$ cat config.mk
export PLATFORM = sky130hd
export DESIGN_NAME = decode_stage
export DESIGN_NICKNAME = d
export VERILOG_FILES = /design/src/rtl/decode_stage.sv
export SDC_FILE = /design/constraint.sdc
export NUM_CORES = 1
export LEC_CHECK = 0
export CELL_PAD_IN_SITES_DETAIL_PLACEMENT = 1
export CELL_PAD_IN_SITES_GLOBAL_PLACEMENT = 1
export CORE_MARGIN = 1.5
export CORE_UTILIZATION = 32
export CTS_BUF_LIST = sky130_fd_sc_hd__clkbuf_2
export DETAILED_ROUTE_END_ITERATION = 8
export PLACE_DENSITY_LB_ADDON = 0.3
export SLEW_MARGIN = 20
export SYNTH_ARGS = -nofsm -noshare
export SYNTH_HDL_FRONTEND = slang
export SYNTH_SLANG_ARGS = --single-unit
$ cat constraint.sdc
create_clock -name clk -period 2.36 [get_ports clk]
set_input_delay 0.472 -clock clk [delete_from_list [all_inputs] [get_ports clk]]
set_output_delay 0.472 -clock clk [all_outputs]
set_load 0.1 [all_outputs]
$ cat src/rtl/decode_stage.sv
// rtl/decode_stage.sv - registered RV32I decode stage with load-use stall; RV32M decode enabled by MYRV_MEXT_EN
module decode_stage #(
   parameter int XLEN         = 32,
   parameter int REG_ADDR_W   = 5,
   parameter int LOAD_LATENCY = 1
) (
   input  logic                  clk,
   input  logic                  rst,
   input  logic                  in_valid,
   output logic                  in_ready,
   input  logic [31:0]           in_instr,
   input  logic [XLEN-1:0]       in_pc,
   input  logic                  flush,
   output logic                  out_valid,
   input  logic                  out_ready,
   output logic [XLEN-1:0]       out_pc,
   output logic                  B,
   output logic                  J,
   output logic                  jalr,
   output logic [4:0]            ALUControl,
   output logic [REG_ADDR_W-1:0] rs1,
   output logic [REG_ADDR_W-1:0] rs2,
   output logic [REG_ADDR_W-1:0] rd,
   output logic                  we,
   output logic                  rf_we,
   output logic                  ALU_sel_A,
   output logic                  ALU_sel_B,
   output logic [2:0]            data_size,
   output logic                  WB_sel,
   output logic [XLEN-1:0]       imm,
   output logic                  illegal
);

   localparam logic [6:0] OPC_OP_IMM = 7'b0010011;
   localparam logic [6:0] OPC_LUI    = 7'b0110111;
   localparam logic [6:0] OPC_AUIPC  = 7'b0010111;
   localparam logic [6:0] OPC_OP     = 7'b0110011;
   localparam logic [6:0] OPC_JAL    = 7'b1101111;
   localparam logic [6:0] OPC_JALR   = 7'b1100111;
   localparam logic [6:0] OPC_BRANCH = 7'b1100011;
   localparam logic [6:0] OPC_LOAD   = 7'b0000011;
   localparam logic [6:0] OPC_STORE  = 7'b0100011;

   localparam logic [4:0] ALU_ADD  = 5'b00000;
   localparam logic [4:0] ALU_SUB  = 5'b00001;
   localparam logic [4:0] ALU_AND  = 5'b00010;
   localparam logic [4:0] ALU_OR   = 5'b00011;
   localparam logic [4:0] ALU_XOR  = 5'b00100;
   localparam logic [4:0] ALU_SLL  = 5'b00101;
   localparam logic [4:0] ALU_SRL  = 5'b00110;
   localparam logic [4:0] ALU_SRA  = 5'b00111;
   localparam logic [4:0] ALU_SLT  = 5'b01000;
   localparam logic [4:0] ALU_SLTU = 5'b01001;
   localparam logic [4:0] ALU_PASS = 5'b01111;

   logic [6:0]            opcode;
   logic [2:0]            funct3;
   logic [6:0]            funct7;
   logic [REG_ADDR_W-1:0] f_rs1, f_rs2, f_rd;
   logic [31:0]           imm_i, imm_s, imm_b, imm_u, imm_j;

   assign opcode = in_instr[6:0];
   assign funct3 = in_instr[14:12];
   assign funct7 = in_instr[31:25];
   assign f_rd   = in_instr[7 +: REG_ADDR_W];
   assign f_rs1  = in_instr[15 +: REG_ADDR_W];
   assign f_rs2  = in_instr[20 +: REG_ADDR_W];

   assign imm_i = {{20{in_instr[31]}}, in_instr[31:20]};
   assign imm_s = {{20{in_instr[31]}}, in_instr[31:25], in_instr[11:7]};
   assign imm_b = {{19{in_instr[31]}}, in_instr[31], in_instr[7], in_instr[30:25], in_instr[11:8], 1'b0};
   assign imm_u = {in_instr[31:12], 12'b0};
   assign imm_j = {{11{in_instr[31]}}, in_instr[31], in_instr[19:12], in_instr[20], in_instr[30:21], 1'b0};

   logic                  d_B, d_J, d_jalr, d_we, d_rf_we, d_sel_a, d_sel_b, d_wb, d_ill;
   logic [4:0]            d_alu;
   logic [2:0]            d_size;
   logic [XLEN-1:0]       d_imm;
   logic [REG_ADDR_W-1:0] d_rs1, d_rs2, d_rd;
   logic                  uses_rs1, uses_rs2, uses_rd;

   // Decode the offered instruction into a bundle; any illegal encoding collapses to an inert bundle
   always_comb begin
      d_B = 1'b0; d_J = 1'b0; d_jalr = 1'b0; d_we = 1'b0; d_rf_we = 1'b0;
      d_sel_a = 1'b0; d_sel_b = 1'b0; d_wb = 1'b0; d_ill = 1'b0;
      d_alu = ALU_ADD; d_size = 3'b000; d_imm = '0;
      d_rs1 = '0; d_rs2 = '0; d_rd = '0;
      uses_rs1 = 1'b0; uses_rs2 = 1'b0; uses_rd = 1'b0;
      case (opcode)
         OPC_OP_IMM: begin
            uses_rs1 = 1'b1; uses_rd = 1'b1;
            d_rf_we = 1'b1; d_sel_b = 1'b1; d_imm = imm_i;
            case (funct3)
               3'b000:  d_alu = ALU_ADD;
               3'b010:  d_alu = ALU_SLT;
               3'b011:  d_alu = ALU_SLTU;
               3'b100:  d_alu = ALU_XOR;
               3'b110:  d_alu = ALU_OR;
               3'b111:  d_alu = ALU_AND;
               3'b001: begin
                  d_alu = ALU_SLL;
                  d_ill = (funct7 != 7'b0000000);
               end
               default: begin
                  if (funct7 == 7'b0000000)      d_alu = ALU_SRL;
                  else if (funct7 == 7'b0100000) d_alu = ALU_SRA;
                  else                           d_ill = 1'b1;
               end
            endcase
         end
         OPC_LUI: begin
            uses_rd = 1'b1;
            d_rf_we = 1'b1; d_sel_b = 1'b1; d_alu = ALU_PASS; d_imm = imm_u;
         end
         OPC_AUIPC: begin
            uses_rd = 1'b1;
            d_rf_we = 1'b1; d_sel_a = 1'b1; d_sel_b = 1'b1; d_imm = imm_u;
         end
         OPC_OP: begin
            uses_rs1 = 1'b1; uses_rs2 = 1'b1; uses_rd = 1'b1;
            d_rf_we = 1'b1;
            case (funct7)
               7'b0000000: begin
                  case (funct3)
                     3'b000:  d_alu = ALU_ADD;
                     3'b001:  d_alu = ALU_SLL;
                     3'b010:  d_alu = ALU_SLT;
                     3'b011:  d_alu = ALU_SLTU;
                     3'b100:  d_alu = ALU_XOR;
                     3'b101:  d_alu = ALU_SRL;
                     3'b110:  d_alu = ALU_OR;
                     default: d_alu = ALU_AND;
                  endcase
               end
               7'b0100000: begin
                  if (funct3 == 3'b000)      d_alu = ALU_SUB;
                  else if (funct3 == 3'b101) d_alu = ALU_SRA;
                  else                       d_ill = 1'b1;
               end
`ifdef MYRV_MEXT_EN
               7'b0000001: d_alu = {2'b10, funct3};
`endif
               default: d_ill = 1'b1;
            endcase
         end
         OPC_JAL: begin
            uses_rd = 1'b1;
            d_J = 1'b1; d_rf_we = 1'b1; d_sel_a = 1'b1; d_sel_b = 1'b1; d_imm = imm_j;
         end
         OPC_JALR: begin
            uses_rs1 = 1'b1; uses_rd = 1'b1;
            d_jalr = 1'b1; d_rf_we = 1'b1; d_sel_a = 1'b1; d_sel_b = 1'b1; d_imm = imm_i;
            d_ill = (funct3 != 3'b000);
         end
         OPC_BRANCH: begin
            uses_rs1 = 1'b1; uses_rs2 = 1'b1;
            d_B = 1'b1; d_imm = imm_b;
            case (funct3)
               3'b000, 3'b001: d_alu = ALU_SUB;
               3'b100, 3'b101: d_alu = ALU_SLT;
               3'b110, 3'b111: d_alu = ALU_SLTU;
               default:        d_ill = 1'b1;
            endcase
         end
         OPC_LOAD: begin
            uses_rs1 = 1'b1; uses_rd = 1'b1;
            d_wb = 1'b1; d_rf_we = 1'b1; d_sel_b = 1'b1; d_imm = imm_i; d_size = funct3;
            d_ill = (funct3 == 3'b011) || (funct3 == 3'b110) || (funct3 == 3'b111);
         end
         OPC_STORE: begin
            uses_rs1 = 1'b1; uses_rs2 = 1'b1;
            d_we = 1'b1; d_sel_b = 1'b1; d_imm = imm_s; d_size = funct3;
            d_ill = (funct3 > 3'b010);
         end
         default: d_ill = 1'b1;
      endcase

      // RV32E build: register fields reaching x16..x31 do not exist
      if (REG_ADDR_W < 5)
         if ((uses_rs1 && in_instr[19]) || (uses_rs2 && in_instr[24]) || (uses_rd && in_instr[11]))
            d_ill = 1'b1;
      if (in_instr[1:0] != 2'b11)
         d_ill = 1'b1;

      if (d_ill) begin
         d_B = 1'b0; d_J = 1'b0; d_jalr = 1'b0; d_we = 1'b0; d_rf_we = 1'b0;
         d_sel_a = 1'b0; d_sel_b = 1'b0; d_wb = 1'b0;
         d_alu = ALU_ADD; d_size = 3'b000; d_imm = '0;
      end else begin
         d_rs1 = f_rs1;
         d_rs2 = f_rs2;
         d_rd  = f_rd;
         if (f_rd == '0)
            d_rf_we = 1'b0;
      end
   end

   logic [LOAD_LATENCY-1:0] sb_v;
   logic [REG_ADDR_W-1:0]   sb_rd [LOAD_LATENCY];
   logic                    rs1_busy, rs2_busy, hazard;
   logic                    capture, issue, load_issue;

   // Load-use check against the registered load and every load still in flight
   always_comb begin
      rs1_busy = out_valid && WB_sel && (rd == f_rs1);
      rs2_busy = out_valid && WB_sel && (rd == f_rs2);
      for (int i = 0; i < LOAD_LATENCY; i++) begin
         rs1_busy = rs1_busy || (sb_v[i] && (sb_rd[i] == f_rs1));
         rs2_busy = rs2_busy || (sb_v[i] && (sb_rd[i] == f_rs2));
      end
      hazard = in_valid && ((uses_rs1 && (f_rs1 != '0) && rs1_busy) ||
                            (uses_rs2 && (f_rs2 != '0) && rs2_busy));
   end

   assign in_ready   = (!out_valid || out_ready) && !hazard;
   assign capture    = in_valid && in_ready && !flush;
   assign issue      = out_valid && out_ready;
   assign load_issue = issue && WB_sel && (rd != '0);

   // Output pipeline register: flush kills, capture replaces, issue without capture drains
   always_ff @(posedge clk) begin
      if (rst) begin
         out_valid <= 1'b0;
         out_pc <= '0; B <= 1'b0; J <= 1'b0; jalr <= 1'b0; ALUControl <= '0;
         rs1 <= '0; rs2 <= '0; rd <= '0; we <= 1'b0; rf_we <= 1'b0;
         ALU_sel_A <= 1'b0; ALU_sel_B <= 1'b0; data_size <= '0; WB_sel <= 1'b0;
         imm <= '0; illegal <= 1'b0;
      end else begin
         if (flush)
            out_valid <= 1'b0;
         else if (capture)
            out_valid <= 1'b1;
         else if (out_ready)
            out_valid <= 1'b0;
         if (capture) begin
            out_pc <= in_pc; B <= d_B; J <= d_J; jalr <= d_jalr; ALUControl <= d_alu;
            rs1 <= d_rs1; rs2 <= d_rs2; rd <= d_rd; we <= d_we; rf_we <= d_rf_we;
            ALU_sel_A <= d_sel_a; ALU_sel_B <= d_sel_b; data_size <= d_size; WB_sel <= d_wb;
            imm <= d_imm; illegal <= d_ill;
         end
      end
   end

   // In-flight load tracker: ages every cycle, newly issued load enters at the head
   always_ff @(posedge clk) begin
      if (rst) begin
         sb_v <= '0;
         for (int i = 0; i < LOAD_LATENCY; i++)
            sb_rd[i] <= '0;
      end else begin
         for (int i = LOAD_LATENCY - 1; i > 0; i--) begin
            sb_v[i]  <= sb_v[i-1];
            sb_rd[i] <= sb_rd[i-1];
         end
         sb_v[0]  <= load_issue;
         sb_rd[0] <= load_issue ? rd : '0;
      end
   end

endmodule

==> results of run 1 <==
[layout make-up]
class / count / area (µm²)
multi-input combinational: 486 / 3094
tap: 220 / 275.3
fill: 2019 / 8518
clock buffer: 9 / 45.04
timing repair buffer: 277 / 2338
sequential: 102 / 2063
inverter: 8 / 30.03
clock inverter: 7 / 101.3
[power by group]
part	internal, mW	switching (mW)
sequential	1.76	0.0181
clock	0.282	0.697
combinational	0.312	0.532
[state kept, by name, summed over array words and instances, names as in the netlist, 3 cells and up]
name	cells
sb_rd	5
rd	5
rs1	5
out_pc	32
rs2	5
imm	32
data_size	3
ALUControl	4
[placed cells by master (no fill, tap or decap), types with 15 or more instances in the layout]
cell / n
xnor2_1: 15
nand2_1: 59
nor2_1: 24
nand4_1: 44
clkdlybuf4s50_1: 63
dfxtp_1: 95
a21oi_1: 57
o21ai_0: 20
buf_4: 199
nand3_1: 41
o21ai_1: 63
[stage by stage]
stage / instances / power (mW) / util / setup slack, ns
6_report: 1109 / 3.597 / 0.4827 / -0.3491
5_1_grt: 1109 / 3.736 / 0.4827 / -0.5031
4_1_cts: 1109 / 3.619 / 0.4821 / -0.3655
3_5_place_dp: 1089 / 2.640 / 0.4664 / -0.6278
3_3_place_gp: 1089 / 2.622 / 0.4664 / -0.6563
2_1_floorplan: 660 / 2.268 / - / -0.3170
[kinds of logic after synthesis]
| group | count (synthesis) | share of synthesized area |
|---|---|---|
| AND/OR/NAND/NOR | 239 | 0.2444 |
| flip-flops | 102 | 0.3806 |
| adder cells (fa/ha/maj) | 5 | 0.01166 |
| multiplexers | 12 | 0.02472 |
| other | 1 | 0.0006990 |
| AO/OA/AOI/OAI | 208 | 0.2395 |
| buffers and inverters | 72 | 0.06413 |
| XOR/XNOR | 21 | 0.03428 |
[timing repair]
action	CTS	global route
pin swaps	10	0
setup buffers	5	0
gates resized for setup	23	2
endpoints found under the setup margin	1	20
[metal layers]
metal | up-vias | GRT usage | wire [µm]
met3 | 36 | 0.04828 | 975
met1 | 3003 | 0.3079 | 9521
li1 | 2848 | - | -
met5 | - | 0 | 0
met4 | 0 | 0.07448 | 440
met2 | 171 | 0.4072 | 10290
[path summary, 6_finish.rpt]
| path | start | endpoint | slack (ns) | cells after the start |
|---|---|---|---|---|
| setup / recovery | in_instr[2] | in_ready | -0.35 | 8 |
| setup reg to reg | rd[4]$_SDFFE_PP0P_ | out_pc[24]$_SDFFE_PP0P_ | 0.24 | 8 |
| hold reg to reg | imm[10]$_SDFFE_PP0P_ | imm[10]$_SDFFE_PP0P_ | 0.47 | 2 |
| hold / removal | rst | we$_SDFFE_PP0P_ | 0.27 | 4 |
[worst max-delay path, stage by stage]
cell	delay, ns
clkdlybuf4s50_1	0.42
buf_4	0.17
buf_4	0.15
or2_1	0.28
a21oi_2	0.21
a32o_2	0.26
a21oi_4	0.08
buf_12	0.18
==> results.json, run 1 <==
{
  "coreArea_um2": 16470,
  "synth_area_leaders": "dfxtp_1 (38%), o21ai_1 (5.9%), a21oi_1 (5.5%), nand4_1 (5.1%), nand2_1 (4.1%)",
  "worst-setup-path-type": "input port to output pin",
  "hold_slack_ns": 0.2660,
  "dr_total_vias": 6058,
  "ctsHoldBuffers": 0,
  "clock.fmax_mhz": 369.1,
  "skew_ns": 0.01813,
  "syn_area_um2": 5365,
  "initial_core_util": 0.3258,
  "synth.yosys.seq_area_share": 0.3806,
  "antenna_cells": 0,
  "synth-warning-count": 0,
  "dieArea_um2": 17550,
  "slew_headroom": 0.5780,
  "critical_path_arrival_ns": 2.24,
  "grt_pass1_wl_um": 34000,
  "rsz0062_at_grt": "yes",
  "power_density_nw_per_um2": 452.6,
  "yosys.area.top_type": "dfxtp_1",
  "ioPinCount": 167,
  "rows": 47,
  "grt_max_degree": 42,
  "grt_antenna_before_repair": 0,
  "gp_congestion": 0.8884,
  "period_needed_ns": 2.709,
  "synth.distinct_cells": 75,
  "status": "complete, but fails checks",
  "postRouteAntennaNets": 0,
  "routed_wirelength_um": 21220,
  "htree_levels": 3,
  "netlist_instances": 660,
  "hp-class": "input port to flip-flop",
  "syn-num-nets": 734,
  "grt_pass1_vias": 6295,
  "finalHoldViolCount": 0,
  "dpl.hpwl_um": 16030,
  "dr.pass1.iters": 4,
  "slew_viol_final": 0,
  "place_area_um2": 7680,
  "grt_overflow": 0,
  "cts.path.max_buffers": 2,
  "final.setup.tns_ns": -0.3491,
  "drc_errors": 0,
  "required_ns": 1.89,
  "worst_pin_slew_ns": 0.6291,
  "min_period_over_period": 1.148,
  "drt_iter0_markers": 237,
  "drv_cap": 0,
  "synth_common_cells": "dfxtp_1 (102), o21ai_1 (63), a21oi_1 (59), nand2_1 (59), nand4_1 (44)",
  "setup_ws_ns": -0.3491,
  "synth_top_area_share": 0.3806,
  "fin_area_um2": 7948,
  "critical_path.startpoint_type": "input port",
  "tritoncts": "yes",
  "p_leak_nw": 3.237,
  "path_clk_slew_ns": 0.30,
  "cp_max_fo": 8,
  "die_h_um": 132.5,
  "avgSynthCellArea_um2": 8.129,
  "failed_checks": "negative setup slack",
  "post-synth-top-count-cell": "dfxtp_1",
  "clock_sinks": 102,
  "end_kind": "output pin",
  "async_reset_ff_frac": 0,
  "ys.flop_type": "dfxtp_1",
  "cts_made_buffers": 9,
  "die_x_um": 132.5,
  "irDropWorstVdd_v": 0.0003062,
  "clk_latency_ns": 0.62,
  "wire_per_inst_um": 19.14,
  "ys_seq_elements": 102,
  "synth_edf_count": 0,
  "io_buffers": 165,
  "track_usage": 0.2402,
  "setup-violations-final": 1,
  "viasPerCell": 5.463,
  "area_growth_pct": 48.13,
  "cts-root-buf": "clkbuf_2",
  "final_net_count": 958,
  "layout-drive-gt1-share": 0.3071
}
Note: power is estimated with default switching activity, not from simulation.
==> run 2: changes to the inputs <==
--- a/config.mk
+++ b/config.mk
@@ -9,5 +9,6 @@
 export CELL_PAD_IN_SITES_GLOBAL_PLACEMENT = 1
-export CORE_MARGIN = 1.5
+export CORE_MARGIN = 4
 export CORE_UTILIZATION = 32
 export CTS_BUF_LIST = sky130_fd_sc_hd__clkbuf_2
+export CTS_CLUSTER_DIAMETER = 30
 export DETAILED_ROUTE_END_ITERATION = 8
--- a/constraint.sdc
+++ b/constraint.sdc
@@ -3,2 +3,2 @@
 set_output_delay 0.472 -clock clk [all_outputs]
-set_load 0.1 [all_outputs]
+set_load 0.02 [all_outputs]
==> run 2 against run 1 <==
Effect of this change:
- the run still ends with negative setup slack left
- routed wire length shrank 0.43%
- clock skew increased by 0.011 ns
- final area grew 2.4%
- global-route usage decreased by 1.8 points
- non-clock buffer count fell by 4
- combinational power shrank 21%
- count of clock-buffer cells in the layout did not move
- sequential share of layout area fell by 0.76 points
==> results.json, run 2 (synthesized netlist as in run 1, its figures left out) <==
{
  "status": "complete, but fails checks",
  "failed_checks": "negative setup slack",
  "power_mw": 3.238,
  "critical_path_arrival_ns": 2.14,
  "clk_latency_ns": 0.61,
  "die_h_um": 137.5,
  "grt_antenna_before_repair": 1,
  "hp-class": "input port to flip-flop",
  "end_kind": "output pin",
  "power_density_nw_per_um2": 397.9,
  "irDropWorstVdd_v": 0.0003358,
  "clock_sinks": 102,
  "finalHoldViolCount": 0,
  "dpl.hpwl_um": 16150,
  "grt_pass1_wl_um": 33550,
  "initial_core_util": 0.3247,
  "worst_pin_slew_ns": 0.6603,
  "cts_made_buffers": 9,
  "grt_pass1_vias": 6399,
  "viasPerCell": 5.441,
  "dieArea_um2": 18900,
  "min_period_over_period": 1.105,
  "final_common_cell": "clkdlybuf4s50_1",
  "ioPinCount": 167,
  "drv_cap": 0,
  "dr.pass1.iters": 5,
  "place_area_um2": 7911,
  "gp_congestion": 0.8777,
  "layout-drive-gt1-share": 0.1921,
  "die_x_um": 137.5,
  "routed_wirelength_um": 21130,
  "cts-root-buf": "clkbuf_2",
  "p_leak_nw": 3.054,
  "rsz0062_at_grt": "yes",
  "wire_per_inst_um": 19.11,
  "worst-setup-path-type": "input port to output pin",
  "coreArea_um2": 16520,
  "slew_headroom": 0.5571,
  "area_growth_pct": 51.68,
  "postRouteAntennaNets": 0,
  "track_usage": 0.2226,
  "grt_max_degree": 52,
  "io_buffers": 165,
  "setup_ws_ns": -0.2471,
  "final_net_count": 954,
  "largestRegisters": "imm: 32 flops, out_pc: 32 flops",
  "cp_max_fo": 3,
  "rows": 47,
  "tritoncts": "yes",
  "drt_iter0_markers": 243,
  "setup-violations-final": 6,
  "dr_total_vias": 6018,
  "drc_errors": 0,
  "grt_overflow": 0,
  "critical_path.startpoint_type": "input port",
  "cts.path.max_buffers": 2,
  "htree_levels": 3,
  "required_ns": 1.89,
  "clock.fmax_mhz": 383.6,
  "skew_ns": 0.02931,
  "ctsHoldBuffers": 0,
  "path_clk_slew_ns": 0.29,
  "slew_viol_final": 0,
  "most-common-layout-cells": "clkdlybuf4s50_1 (155), buf_4 (98), dfxtp_1 (97)",
  "period_needed_ns": 2.607,
  "fin_area_um2": 8138
}
==> run 2: cell count changes in the layout (fill, tap and decap cells not counted), moves of 3 or more <==
cell	change
buf_4	-101
clkdlybuf4s50_1	+92
dfxtp_4	-4
inv_6	+3
==> run 2: per-stage QoR <==
stage	utilization	setup slack (ns)	instances	hold WS, ns	TNS, ns
floorplan	-	0.007390	660	0.5268	0
global placement	0.4788	-0.8875	1087	0.4383	-51.30
detailed placement	0.4788	-0.8684	1087	0.4418	-63.29
CTS	0.4915	-0.2424	1105	0.2748	-0.2424
global route	0.4925	-0.4063	1106	0.3063	-5.689
finish	0.4925	-0.2471	1106	0.3650	-0.3247
==> run 2: worst max-delay path, stage by stage <==
cell and delay (ns):
clkdlybuf4s50_1 0.51, nand2_2 0.06, or2_1 0.32, a2111oi_4 0.33, a32o_2 0.23, a21oi_4 0.07, buf_6 0.14
==> run 2: area by class of cell <==
| type | instances | area [µm²] |
|---|---|---|
| clock inverter | 7 | 55.05 |
| inverter | 8 | 30.03 |
| tap | 220 | 275.3 |
| timing repair buffer | 273 | 2564 |
| antenna | 1 | 2.502 |
| clock buffer | 9 | 45.04 |
| multi-input combinational | 486 | 3115 |
| sequential | 102 | 2051 |
| fill | 1907 | 8387 |
==> run 2: final timing paths <==
| kind | from | to | slack (ns) | depth (start not counted) |
|---|---|---|---|---|
| worst max-delay path | in_instr[0] | in_ready | -0.25 | 7 |
| worst min-delay path | rst | we$_SDFFE_PP0P_ | 0.36 | 4 |
| worst max register to register | rd[1]$_SDFFE_PP0P_ | rs1[2]$_SDFFE_PP0P_ | 0.02 | 8 |
| worst min register to register | imm[21]$_SDFFE_PP0P_ | imm[21]$_SDFFE_PP0P_ | 0.47 | 2 |
==> run 2: per-layer routing <==
metal	vias up	track usage	part of all wire
met4	0	0.07705	0.028
li1	2846	-	-
met3	40	0.04565	0.057
met2	176	0.3834	0.49
met5	-	0	0
met1	2956	0.2752	0.42
==> run 2: repair_timing <==
action,in CTS,in global routing
endpoints found under the setup margin,57,47
setup buffers,2,0
hold endpoints to repair,0,0
gates resized for setup,33,3
pin swaps,10,1
==> run 2: where the power goes <==
group | internal [mW] | switching (mW) | total, mW
sequential | 1.76 | 0.0151 | 1.77
combinational | 0.317 | 0.351 | 0.669
clock | 0.151 | 0.645 | 0.796
total | 2.23 | 1.01 | 3.24
==> run 3: changes to the inputs <==
- CTS_CLUSTER_DIAMETER: 30 -> default
==> results of run 3 <==
No change in the layout: final DEF, timing and power equal those of run 2.
